`config.mk`:
```
export PLATFORM = sky130hd
export DESIGN_NAME = sample_collapser
export DESIGN_NICKNAME = d
export VERILOG_FILES = /design/src/rtl/qpsk_pkg.sv /design/src/rtl/iq_accumulator.sv /design/src/rtl/sample_collapser.sv
export SDC_FILE = /design/constraint.sdc
export NUM_CORES = 1
export LEC_CHECK = 0
export ABC_AREA = 0
export CORE_ASPECT_RATIO = 1.5
export CORE_MARGIN = 5
export CORE_UTILIZATION = 36
export DETAILED_ROUTE_END_ITERATION = 12
export PLACE_DENSITY = 0.6
export SLEW_MARGIN = 5
export SYNTH_ARGS = -nofsm -noshare
export SYNTH_HDL_FRONTEND = slang
export SYNTH_HIERARCHICAL = 1
export SYNTH_SLANG_ARGS = --single-unit
```
`constraint.sdc`:
```
create_clock -name clk -period 3.3 [get_ports clk]
set_input_delay 0.66 -clock clk [delete_from_list [all_inputs] [get_ports clk]]
set_output_delay 0.66 -clock clk [all_outputs]
set_load 0.02 [all_outputs]
```
`src/rtl/qpsk_pkg.sv`:
```
// Shared definitions for the QPSK receive chain: I/Q field layout,
// reduction modes and the collapser state encoding.
package qpsk_pkg;

  // Field positions inside a packed {I, Q} word
  localparam int I_MSB = 31;
  localparam int I_LSB = 16;
  localparam int Q_MSB = 15;
  localparam int Q_LSB = 0;

  // Group reduction modes
  localparam int MODE_PICK = 0;
  localparam int MODE_AVG  = 1;

  // Collapser FSM: COLLECT while gathering a group, HOLD while a result is pending
  typedef enum logic {
    ST_COLLECT = 1'b0,
    ST_HOLD    = 1'b1
  } state_e;

endpackage

```
`src/rtl/iq_accumulator.sv`:
```
// One signed 16-bit lane accumulator. The result port already includes the
// sample currently presented, so the final sample of a group never needs an
// extra cycle before the averaged value is available.
module iq_accumulator #(
  parameter int SHIFT = 2
) (
  input  logic        clk,
  input  logic        rst_n,
  input  logic        i_clear,
  input  logic        i_load,
  input  logic        i_add,
  input  logic [15:0] i_sample,
  output logic [15:0] o_result
);

  localparam int AW = 16 + SHIFT;

  logic signed [AW-1:0] r_acc;
  logic signed [AW-1:0] w_sample_ext;
  logic signed [AW-1:0] w_sum;

  assign w_sample_ext = {{SHIFT{i_sample[15]}}, i_sample};
  assign w_sum        = r_acc + w_sample_ext;
  // Taking bits [AW-1:SHIFT] is an arithmetic shift right with floor rounding;
  // the slice is exactly 16 bits wide, which is the kept result.
  assign o_result     = w_sum[AW-1:SHIFT];

  // Accumulator register: clear wins over load, load wins over add
  always_ff @(posedge clk or negedge rst_n) begin
    if (!rst_n) begin
      r_acc <= '0;
    end else if (i_clear) begin
      r_acc <= '0;
    end else if (i_load) begin
      r_acc <= w_sample_ext;
    end else if (i_add) begin
      r_acc <= w_sum;
    end
  end

endmodule

```
`src/rtl/sample_collapser.sv`:
```
// Collapses each group of N consecutive {I, Q} words into one word, either by
// picking a fixed phase or by averaging. A tlast inside a group discards the
// partial group so the next group starts aligned to the frame.
module sample_collapser
  import qpsk_pkg::*;
#(
  parameter int N     = 4,
  parameter int MODE  = 1,
  parameter int PHASE = 0
) (
  input  logic        clk,
  input  logic        reset,
  input  logic [31:0] in_tdata,
  input  logic        in_tvalid,
  input  logic        in_tlast,
  output logic        in_tready,
  output logic [31:0] out_tdata,
  output logic        out_tvalid,
  input  logic        out_tready,
  output logic [15:0] drop_cnt
);

  localparam int             CW        = $clog2(N);
  localparam logic [CW-1:0]  LAST_IDX  = CW'(N - 1);
  localparam logic [CW-1:0]  PHASE_IDX = CW'(PHASE);

  state_e        r_state;
  state_e        w_state_next;
  logic [CW-1:0] r_cnt;
  logic [31:0]   r_pick;
  logic [31:0]   r_out_data;
  logic [15:0]   r_drop_cnt;

  logic          w_acc_in;
  logic          w_acc_out;
  logic          w_at_last;
  logic          w_complete;
  logic          w_drop;
  logic          w_first;
  logic [31:0]   w_avg;
  logic [31:0]   w_pick_word;
  logic [31:0]   w_result;

  assign out_tvalid = (r_state == ST_HOLD);
  assign out_tdata  = r_out_data;
  assign drop_cnt   = r_drop_cnt;

  // Only the final sample of a group can be blocked; it is let through as
  // soon as the pending result is drained in the same cycle.
  assign w_at_last  = (r_cnt == LAST_IDX);
  assign in_tready  = !w_at_last || !out_tvalid || out_tready;

  assign w_acc_in   = in_tvalid && in_tready;
  assign w_acc_out  = out_tvalid && out_tready;
  assign w_complete = w_acc_in && w_at_last;
  assign w_drop     = w_acc_in && in_tlast && !w_at_last;
  assign w_first    = w_acc_in && (r_cnt == '0);

  // Lane 0 carries Q (low half), lane 1 carries I (high half)
  generate
    for (genvar gi = 0; gi < 2; gi++) begin : g_lane
      iq_accumulator #(
        .SHIFT (CW)
      ) u_lane (
        .clk      (clk),
        .rst_n    (reset),
        .i_clear  (w_drop),
        .i_load   (w_first),
        .i_add    (w_acc_in && !w_first),
        .i_sample (in_tdata[gi*16 +: 16]),
        .o_result (w_avg[gi*16 +: 16])
      );
    end
  endgenerate

  // When the kept phase is the last one it is taken straight from the input
  assign w_pick_word = (PHASE == N - 1) ? in_tdata : r_pick;
  assign w_result    = (MODE == MODE_AVG) ? w_avg : w_pick_word;

  // Group position counter; tlast mid-group realigns it to the frame start
  always_ff @(posedge clk or negedge reset) begin
    if (!reset) begin
      r_cnt <= '0;
    end else if (w_complete || w_drop) begin
      r_cnt <= '0;
    end else if (w_acc_in) begin
      r_cnt <= r_cnt + 1'b1;
    end
  end

  // FSM state register
  always_ff @(posedge clk or negedge reset) begin
    if (!reset) begin
      r_state <= ST_COLLECT;
    end else begin
      r_state <= w_state_next;
    end
  end

  // Next state: a completing group always lands in HOLD, even while draining
  always_comb begin
    w_state_next = r_state;
    case (r_state)
      ST_COLLECT: begin
        if (w_complete) begin
          w_state_next = ST_HOLD;
        end
      end
      ST_HOLD: begin
        if (w_complete) begin
          w_state_next = ST_HOLD;
        end else if (w_acc_out) begin
          w_state_next = ST_COLLECT;
        end
      end
      default: w_state_next = ST_COLLECT;
    endcase
  end

  // Latch the selected phase as it passes
  always_ff @(posedge clk or negedge reset) begin
    if (!reset) begin
      r_pick <= '0;
    end else if (w_acc_in && (r_cnt == PHASE_IDX)) begin
      r_pick <= in_tdata;
    end
  end

  // Result register; only loads on completion, so it is stable while stalled
  always_ff @(posedge clk or negedge reset) begin
    if (!reset) begin
      r_out_data <= '0;
    end else if (w_complete) begin
      r_out_data <= w_result;
    end
  end

  // Count discarded partial groups, saturating
  always_ff @(posedge clk or negedge reset) begin
    if (!reset) begin
      r_drop_cnt <= '0;
    end else if (w_drop && (r_drop_cnt != 16'hFFFF)) begin
      r_drop_cnt <= r_drop_cnt + 16'd1;
    end
  end

endmodule

```
==> out/qor.yml, run 1 <==
synth_top_family_by_area: "compound AO/OA/AOI/OAI gates"
cp-start-kind: "primary input"
place_area_mm2: 0.00735
rsz0062_at_grt: "false"
core_mm2: 0.0167
numCtsBuffers: 9
synthCells: 629
cts_setup_buffers: 0
area_delta_synth_final_pct: 26.0
hold_violations: 0
worstPathRequired_ns: 3.53
syn-cell-area_mm2: 0.00608
antenna_found_initial: 0
cts_hold_buffers: 0
yosys_warnings: 6
drc: 0
worstSetupPathType: "in2reg"
grt_first_pass_wirelength_um: 27400
cp_max_fo: 6
power.total_mw: 5.98
max-vdd-ir-drop_v: 0.000346
cts_resized: 0
track_usage: 0.175
diodes: 0
yosys.area_share.simple: 0.184
num_rows: 58
final_cells: 943
setup_viol: 0
die-area_mm2: 0.0197
synth_compound_area_frac: 0.199
cts-root-buf: "clkbuf_16"
synth_edf_count: 0
clockBufferDepth: 2
tightest_slew_ns: 0.667
grt_max_degree: 49
htree_levels: 3
tns_ns: 0
end_kind: "flip-flop"
die_y_um: 169
place_congestion: 0.881
yosys_most_used_dff: "dfrtp_1"
period_needed_ns: 2.91
drtIter0Drc: 229
die_w_um: 116
skew_ns: 0.00825
cp.arrival_ns: 3.13
viasPerCell: 5.60
r2r_slack_ns: 0.80
setup.worst_path.start: "in_tdata[9]"
r2r_start: "g_lane[0].u_lane/r_acc[0]"
fillers: 1668
drv_cap: 0
async_flop_share: 1.00
min_period_over_period: 0.881
finalWirelength_um: 16900
status: "completed"
hpwl_um: 12500
grt_pass1_vias: 5523
clk_pin_slew_ns: 0.06
synthesis.nets: 705
port_buffers: 86
avgRoutedWirePerCell_um: 17.9
worstSkewPairLatency_ns: 0.35
dp.cells: 928
final_design_area_no_fill_mm2: 0.00767
start_util: 0.365
slew_headroom: 0.555
drtAntennaViolNets: 0
power.density_mw_per_mm2: 779
yosys.area_share.xor_xnor: 0.0461
slew_violations: 0
tritoncts: "built"
num_io_pins: 87
synthDistinctLibCells: 62
yosys.area_share.adder: 0.0827
drive_above_1_share: 0.146
postSynthAreaPerCell_um2: 9.67
synth-seq-cells: 87
finalNetCount: 805
max_freq_mhz: 344
hp-class: "in2async"
vias: 5280
cts.sinks: 87
seq_area_frac_synth: 0.358
leakagePower_nw: 3.47
overflow: 0
first_pass_iters: 4
synth.area.mux_share: 0.0944
flip-flops by register name, indices dropped and copies added, names as in the netlist:
register	flops
g_lane.u_lane/r_acc	36
out_tdata	32
drop_cnt	16
r_cnt	2
out_tvalid	1
logic make-up after synthesis:
kind of cell             after synthesis
AO/OA/AOI/OAI                        167
XOR/XNOR                              32
adder cells (fa/ha/maj)               39
buffers and inverters                 57
flip-flops                            87
multiplexers                          52
AND/OR/NAND/NOR                      195
placed cells by master, fill, tap and decap left out, types with 6 or more instances in the layout:
cell              n
nor2_1           33
a31oi_1           7
and3_1           14
ha_1             37
mux2i_1          12
clkbuf_16         9
nor2b_1          12
dfrtp_1          87
nor3b_1          11
xor2_1           15
nand3_1          11
inv_1            30
mux2_2           38
clkdlybuf4s50_1  85
buf_4            30
xnor2_1          17
nor4b_1           6
a21o_1           27
a21oi_1          43
o31a_1            6
o211ai_1          6
nand2_1          34
a211oi_1          6
nand4_1          12
or4_1             6
o21ai_0          19
nor3_1           20
and2_1           10
cells in the mapped netlist (7+ instances only):
cell type	instances	area, µm²
mux2_2	38	428
a31oi_1	7	43.8
mux2i_1	12	120
inv_1	30	113
a21o_1	27	203
nor2b_1	12	75.1
xnor2_1	17	149
clkbuf_1	22	82.6
and3_1	15	93.8
nand2_1	34	128
o21ai_0	19	95.1
nand4_1	12	75.1
dfrtp_1	87	2180
and2_1	10	62.6
nor3b_1	11	82.6
nand3_1	12	60.1
nor2_1	34	128
xor2_1	15	131
nor3_1	20	100
a21oi_1	43	215
ha_1	37	463
final timing paths:
kind | end | cells past startpoint
max | out_tdata[15] | 9
min | out_tdata[17] | 1
max reg2reg | out_tdata[8] | 10
min reg2reg | out_tdata[22] | 1
max in group asynchronous | out_tdata[27] | 2
min in group clk | out_tdata[22] | 1
worst max-delay path, stage by stage:
cell             delay, ns
clkdlybuf4s50_1       0.46
ha_1                  0.33
a21oi_1               0.32
o211ai_1              0.20
a22o_1                0.22
a2111oi_0             0.31
o21bai_1              0.21
xnor2_1               0.16
mux2_2                0.26
power breakdown:
| group | internal [mW] | switching [mW] | total, mW |
|---|---|---|---|
| clock | 0.682 | 0.438 | 1.12 |
| combinational | 1.51 | 1.65 | 3.16 |
| sequential | 1.44 | 0.257 | 1.70 |
through the flow:
step	setup slack, ns	utilization	hold WS (ns)
after floorplan	0.661	-	0.364
after global placement	0.0896	0.440	0.490
after detailed placement	0.0818	0.440	0.492
after CTS	0.435	0.459	0.360
after global routing	0.217	0.459	0.384
final	0.394	0.459	0.336
per-layer routing:
metal	share of wire	global-route usage
met1	0.41	0.197
met2	0.53	0.322
met3	0.039	0.0264
met4	0.022	0.0712
met5	0	0
cell type report:
class                      instances  area (µm²)  area share
tap                              210         263      0.0343
multi-input combinational        485        3700       0.482
inverter                          30         113      0.0147
clock inverter                     5        82.6      0.0108
sequential                        87        2180       0.284
clock buffer                      10         239      0.0312
timing repair buffer             116        1100       0.143
Power figures use the tool's default switching activity.
==> run 2, diff against run 1 <==
- CELL_PAD_IN_SITES_DETAIL_PLACEMENT: not set -> 1
- CELL_PAD_IN_SITES_GLOBAL_PLACEMENT: not set -> 1
- MAX_ROUTING_LAYER: not set -> met4
- PLACE_DENSITY: 0.6 -> 0.73
==> run 2 against run 1 <==
  * Core utilization rose by 0.13 points
  * Final area rose by 0.28%
  * Combinational power rose by 3%
  * Global-route usage rose by 2.9 points
  * Critical path type unchanged
  * Largest power group unchanged
  * Highest routed layer unchanged
==> out/qor.yml, run 2 (synthesis gave the netlist of run 1 again) <==
num_rows: 58
drive_above_1_share: 0.145
final_common_cell: "dfrtp_1"
hp-class: "in2async"
finalWirelength_um: 18500
regMostFlops: "g_lane.u_lane/r_acc"
viasPerCell: 5.62
worstPathRequired_ns: 3.53
clk_pin_slew_ns: 0.06
cts_setup_buffers: 0
clockBufferDepth: 2
rr_worst_depth: 8
final_cell_mix: "87 x dfrtp_1, 85 x clkdlybuf4s50_1, 43 x a21oi_1, 38 x mux2_2, 37 x ha_1"
drtIter0Drc: 176
seqPwrFrac: 0.284
vias: 5313
slew_headroom: 0.489
place_congestion: 0.888
num_io_pins: 87
cp-start-kind: "primary input"
largest_register_ffs: 36
area_delta_synth_final_pct: 26.4
status: "completed"
die-area_mm2: 0.0197
grt_first_pass_wirelength_um: 31000
cp.arrival_ns: 3.22
tns_ns: 0
tightest_slew_ns: 0.766
hold_violations: 0
htree_levels: 3
min_period_over_period: 0.904
port_buffers: 86
r2r_slack_ns: 0.72
cts_hold_buffers: 0
postLayoutCoreUtil: 0.461
max_freq_mhz: 335
drv_cap: 0
worstSkewPairLatency_ns: 0.35
cp_max_fo: 4
r2r_start: "g_lane[0].u_lane/r_acc[10]"
overflow: 0
end_kind: "flip-flop"
clockPowerShare: 0.176
drc: 0
cts_resized: 0
skew_ns: 0.0128
cts.sinks: 87
power.density_mw_per_mm2: 786
slew_violations: 0
grt_max_degree: 53
tritoncts: "built"
internal_power_mw: 3.62
antenna_found_initial: 0
cts-root-buf: "clkbuf_16"
p_switching_mw: 2.42
setup_viol: 0
start_util: 0.365
r2r-end: "out_tdata[15]"
grt_pass1_vias: 6130
max-vdd-ir-drop_v: 0.000388
combPwrFrac: 0.540
avgRoutedWirePerCell_um: 19.5
track_usage: 0.203
leakagePower_nw: 3.48
core_mm2: 0.0167
switching_share: 0.401
place_ws_ns: -0.0578
rsz0062_at_grt: "false"
numCtsBuffers: 9
setup_slack_ns: 0.315
drtAntennaViolNets: 0
die_y_um: 169
diodes: 0
finalNetCount: 807
period_needed_ns: 2.98
die_w_um: 116
hpwl_um: 14100
worstSetupPathType: "in2reg"
first_pass_iters: 4
[run 2: cell types whose count changed in the layout (fill, tap and decap cells not counted)]
cell / previous run / this run
clkbuf_1: 0 / 3
buf_12: 1 / 3
bufinv_16: 2 / 1
clkbuf_8: 1 / 2
clkinv_2: 1 / 0
clkinv_4: 2 / 1
[run 2: layout make-up]
type / instances / area, µm²
clock inverters: 2 / 38.8
well taps: 210 / 263
clock buffers: 14 / 264
repair buffers: 118 / 1140
flip-flops and latches: 87 / 2180
fillers: 1895 / 9000
inverters: 30 / 113
multi-input cells: 485 / 3700
[run 2: worst max-delay path: stages]
cell,delay (ns)
clkdlybuf4s50_1,0.46
ha_1,0.37
a21oi_1,0.30
o211ai_1,0.18
a22o_1,0.23
a2111oi_0,0.37
o21bai_1,0.22
xnor2_1,0.17
mux2_2,0.26
[run 2: stage by stage]
stage | instances | power [mW] | hold slack [ns] | area [µm²]
after floorplan | 629 | 3.76 | 0.364 | 6080
after global placement | 930 | 4.87 | 0.491 | 7390
after detailed placement | 930 | 5.02 | 0.498 | 7390
after CTS | 946 | 6.13 | 0.411 | 7690
after global routing | 946 | 6.51 | 0.444 | 7690
final | 946 | 6.04 | 0.386 | 7690
[run 2: how the worst max path moves through the flow]
| stage | cells after the start | end | slack (ns) | start |
|---|---|---|---|---|
| floorplan | 10 | out_tdata[24] | 0.66 | in_tdata[16] |
| global placement | 9 | out_tdata[29] | 0.03 | in_tdata[26] |
| detailed placement | 9 | out_tdata[15] | -0.06 | in_tdata[10] |
| CTS | 9 | out_tdata[15] | 0.28 | in_tdata[10] |
| global route | 9 | out_tdata[15] | 0.12 | in_tdata[10] |
| finish | 9 | out_tdata[15] | 0.32 | in_tdata[10] |
[run 2: power by group through the flow]
stage,Sequential [mW],Combinational (mW),Clock (mW)
2_1_floorplan,1.95,1.82,0
3_3_place_gp,1.71,3.17,0
3_5_place_dp,1.74,3.28,0
4_1_cts,1.72,3.30,1.11
5_1_grt,1.77,3.58,1.16
6_report,1.71,3.26,1.06
[run 2: routing by layer]
layer  global-route usage  vias up  wire [µm]  share of wire
met3               0.0250       26        496          0.027
met5                    -        -          0              0
met1                0.220     2668       7370           0.40
met4               0.0687        0        373          0.020
met2                0.376       95      10200           0.55
li1                     -     2524          -              -
==> run 3, diff against run 2 <==
- CTS_CLUSTER_SIZE: not set -> 16
- clock period: 3.3 -> 3.5 ns (I/O delays scaled with it)
==> run 3 against run 2 <==
  * Sequential share of layout area increased by 0.43 points
  * Register-to-register slack improved by 0.20 ns
  * Cell count decreased by 1.5%
==> out/qor.yml, run 3 (synthesis gave the netlist of run 1 again) <==
status: "completed"
worstSkewPairLatency_ns: 0.35
track_usage: 0.203
cpPeakStageDelay_ns: 0.49
final_cells: 932
cts_setup_buffers: 0
worstSetupPathType: "in2reg"
dp.cells: 917
overflow: 0
vias: 5275
r2r-end: "out_tdata[29]"
die_w_um: 116
final_common_cell: "dfrtp_1"
worstPathRequired_ns: 3.71
cts.sinks: 87
hpwl_um: 14000
cp_max_fo: 6
drtIter0Drc: 194
cts_resized: 0
cp-start-kind: "primary input"
cts-root-buf: "clkbuf_16"
avgRoutedWirePerCell_um: 20.1
skew_ns: 0.00745
leakagePower_nw: 3.41
rr_worst_depth: 8
hold_violations: 0
clockBufferDepth: 2
htree_levels: 3
diodes: 0
port_buffers: 86
core_mm2: 0.0167
max_freq_mhz: 331
drtAntennaViolNets: 0
cpMaxStageDelayCell: "a2111oi_0"
tritoncts: "built"
numCtsBuffers: 9
finalWirelength_um: 18700
largest_register_ffs: 36
path_cells: "clkdlybuf4s50_1 -> ha_1 -> inv_1 -> fa_1 -> nor2b_4 -> o21ai_2 -> a21boi_2 -> o31a_4 -> o21ai_1 -> a2111oi_0 -> nor3b_1"
drc: 0
final_cell_mix: "87 x dfrtp_1, 85 x clkdlybuf4s50_1, 43 x a21oi_1, 38 x mux2_2, 37 x ha_1"
num_io_pins: 87
tightest_slew_ns: 0.846
clk_pin_slew_ns: 0.06
grt_max_degree: 61
setup_viol: 0
die_y_um: 169
period_needed_ns: 3.02
slew_violations: 0
cp.arrival_ns: 3.23
postLayoutCoreUtil: 0.454
power.density_mw_per_mm2: 744
r2r_start: "g_lane[1].u_lane/r_acc[9]"
area_delta_synth_final_pct: 24.5
cts_hold_buffers: 0
first_pass_iters: 4
drive_above_1_share: 0.132
end_kind: "flip-flop"
die-area_mm2: 0.0197
num_rows: 58
r2r_slack_ns: 0.92
final_design_area_no_fill_mm2: 0.00758
place_congestion: 0.907
finalNetCount: 794
rsz0062_at_grt: "false"
regMostFlops: "g_lane.u_lane/r_acc"
drv_cap: 0
hp-class: "in2async"
slew_headroom: 0.436
start_util: 0.365
viasPerCell: 5.66
min_period_over_period: 0.862
grt_first_pass_wirelength_um: 30800
max-vdd-ir-drop_v: 0.000305
tns_ns: 0
antenna_found_initial: 0
place_area_mm2: 0.00728
hold_slack_ns: 0.459
grt_pass1_vias: 5936
run 3: changes by cell type in the layout (fill, tap and decap cells not counted):
cell	change
clkinv_2	+1
clkbuf_1	-2
clkinv_4	-1
buf_4	-12
buf_12	-1
clkinvlp_4	+1
run 3: area by class of cell:
cell class | instances | area (µm²)
Inverter | 30 | 113
Timing Repair Buffer | 105 | 1030
Tap cell | 210 | 263
Sequential cell | 87 | 2180
Clock buffer | 12 | 256
Multi-Input combinational cell | 485 | 3700
Fill cell | 1924 | 9110
Clock inverter | 3 | 42.5
run 3: stage by stage:
step           power (mW)  worst slack [ns]
2_1_floorplan        3.55             0.821
3_3_place_gp         4.52             0.229
3_5_place_dp         4.65             0.130
4_1_cts              5.71             0.496
5_1_grt              6.03             0.339
6_report             5.63             0.483
run 3: worst max-delay path by stage:
stage                             from                          to
final                      in_tdata[0]  g_lane[0].u_lane/r_acc[16]
after CTS                 in_tdata[25]               out_tdata[29]
after global routing      in_tdata[25]  g_lane[1].u_lane/r_acc[13]
after detailed placement   in_tdata[0]  g_lane[0].u_lane/r_acc[16]
after floorplan           in_tdata[16]               out_tdata[24]
after global placement    in_tdata[25]               out_tdata[29]
run 3: critical path, delay by kind of cell:
family / cells / cell delay, ns
adders and majority gates: 2 / 0.63
and+or+nand+nor: 2 / 0.25
AOI/OAI and AO/OA: 5 / 1.09
buffers and inverters: 2 / 0.55
run 3: layer usage:
metal / share of wire / track usage
met4: 0.015 / 0.0646
met2: 0.55 / 0.372
met1: 0.40 / 0.226
met3: 0.029 / 0.0264
met5: 0 / -
run 3: where the power goes:
group	internal [mW]	leakage (nW)	switching, mW
combinational	1.40	2.16	1.61
clock	0.588	0.145	0.418
sequential	1.36	1.10	0.257
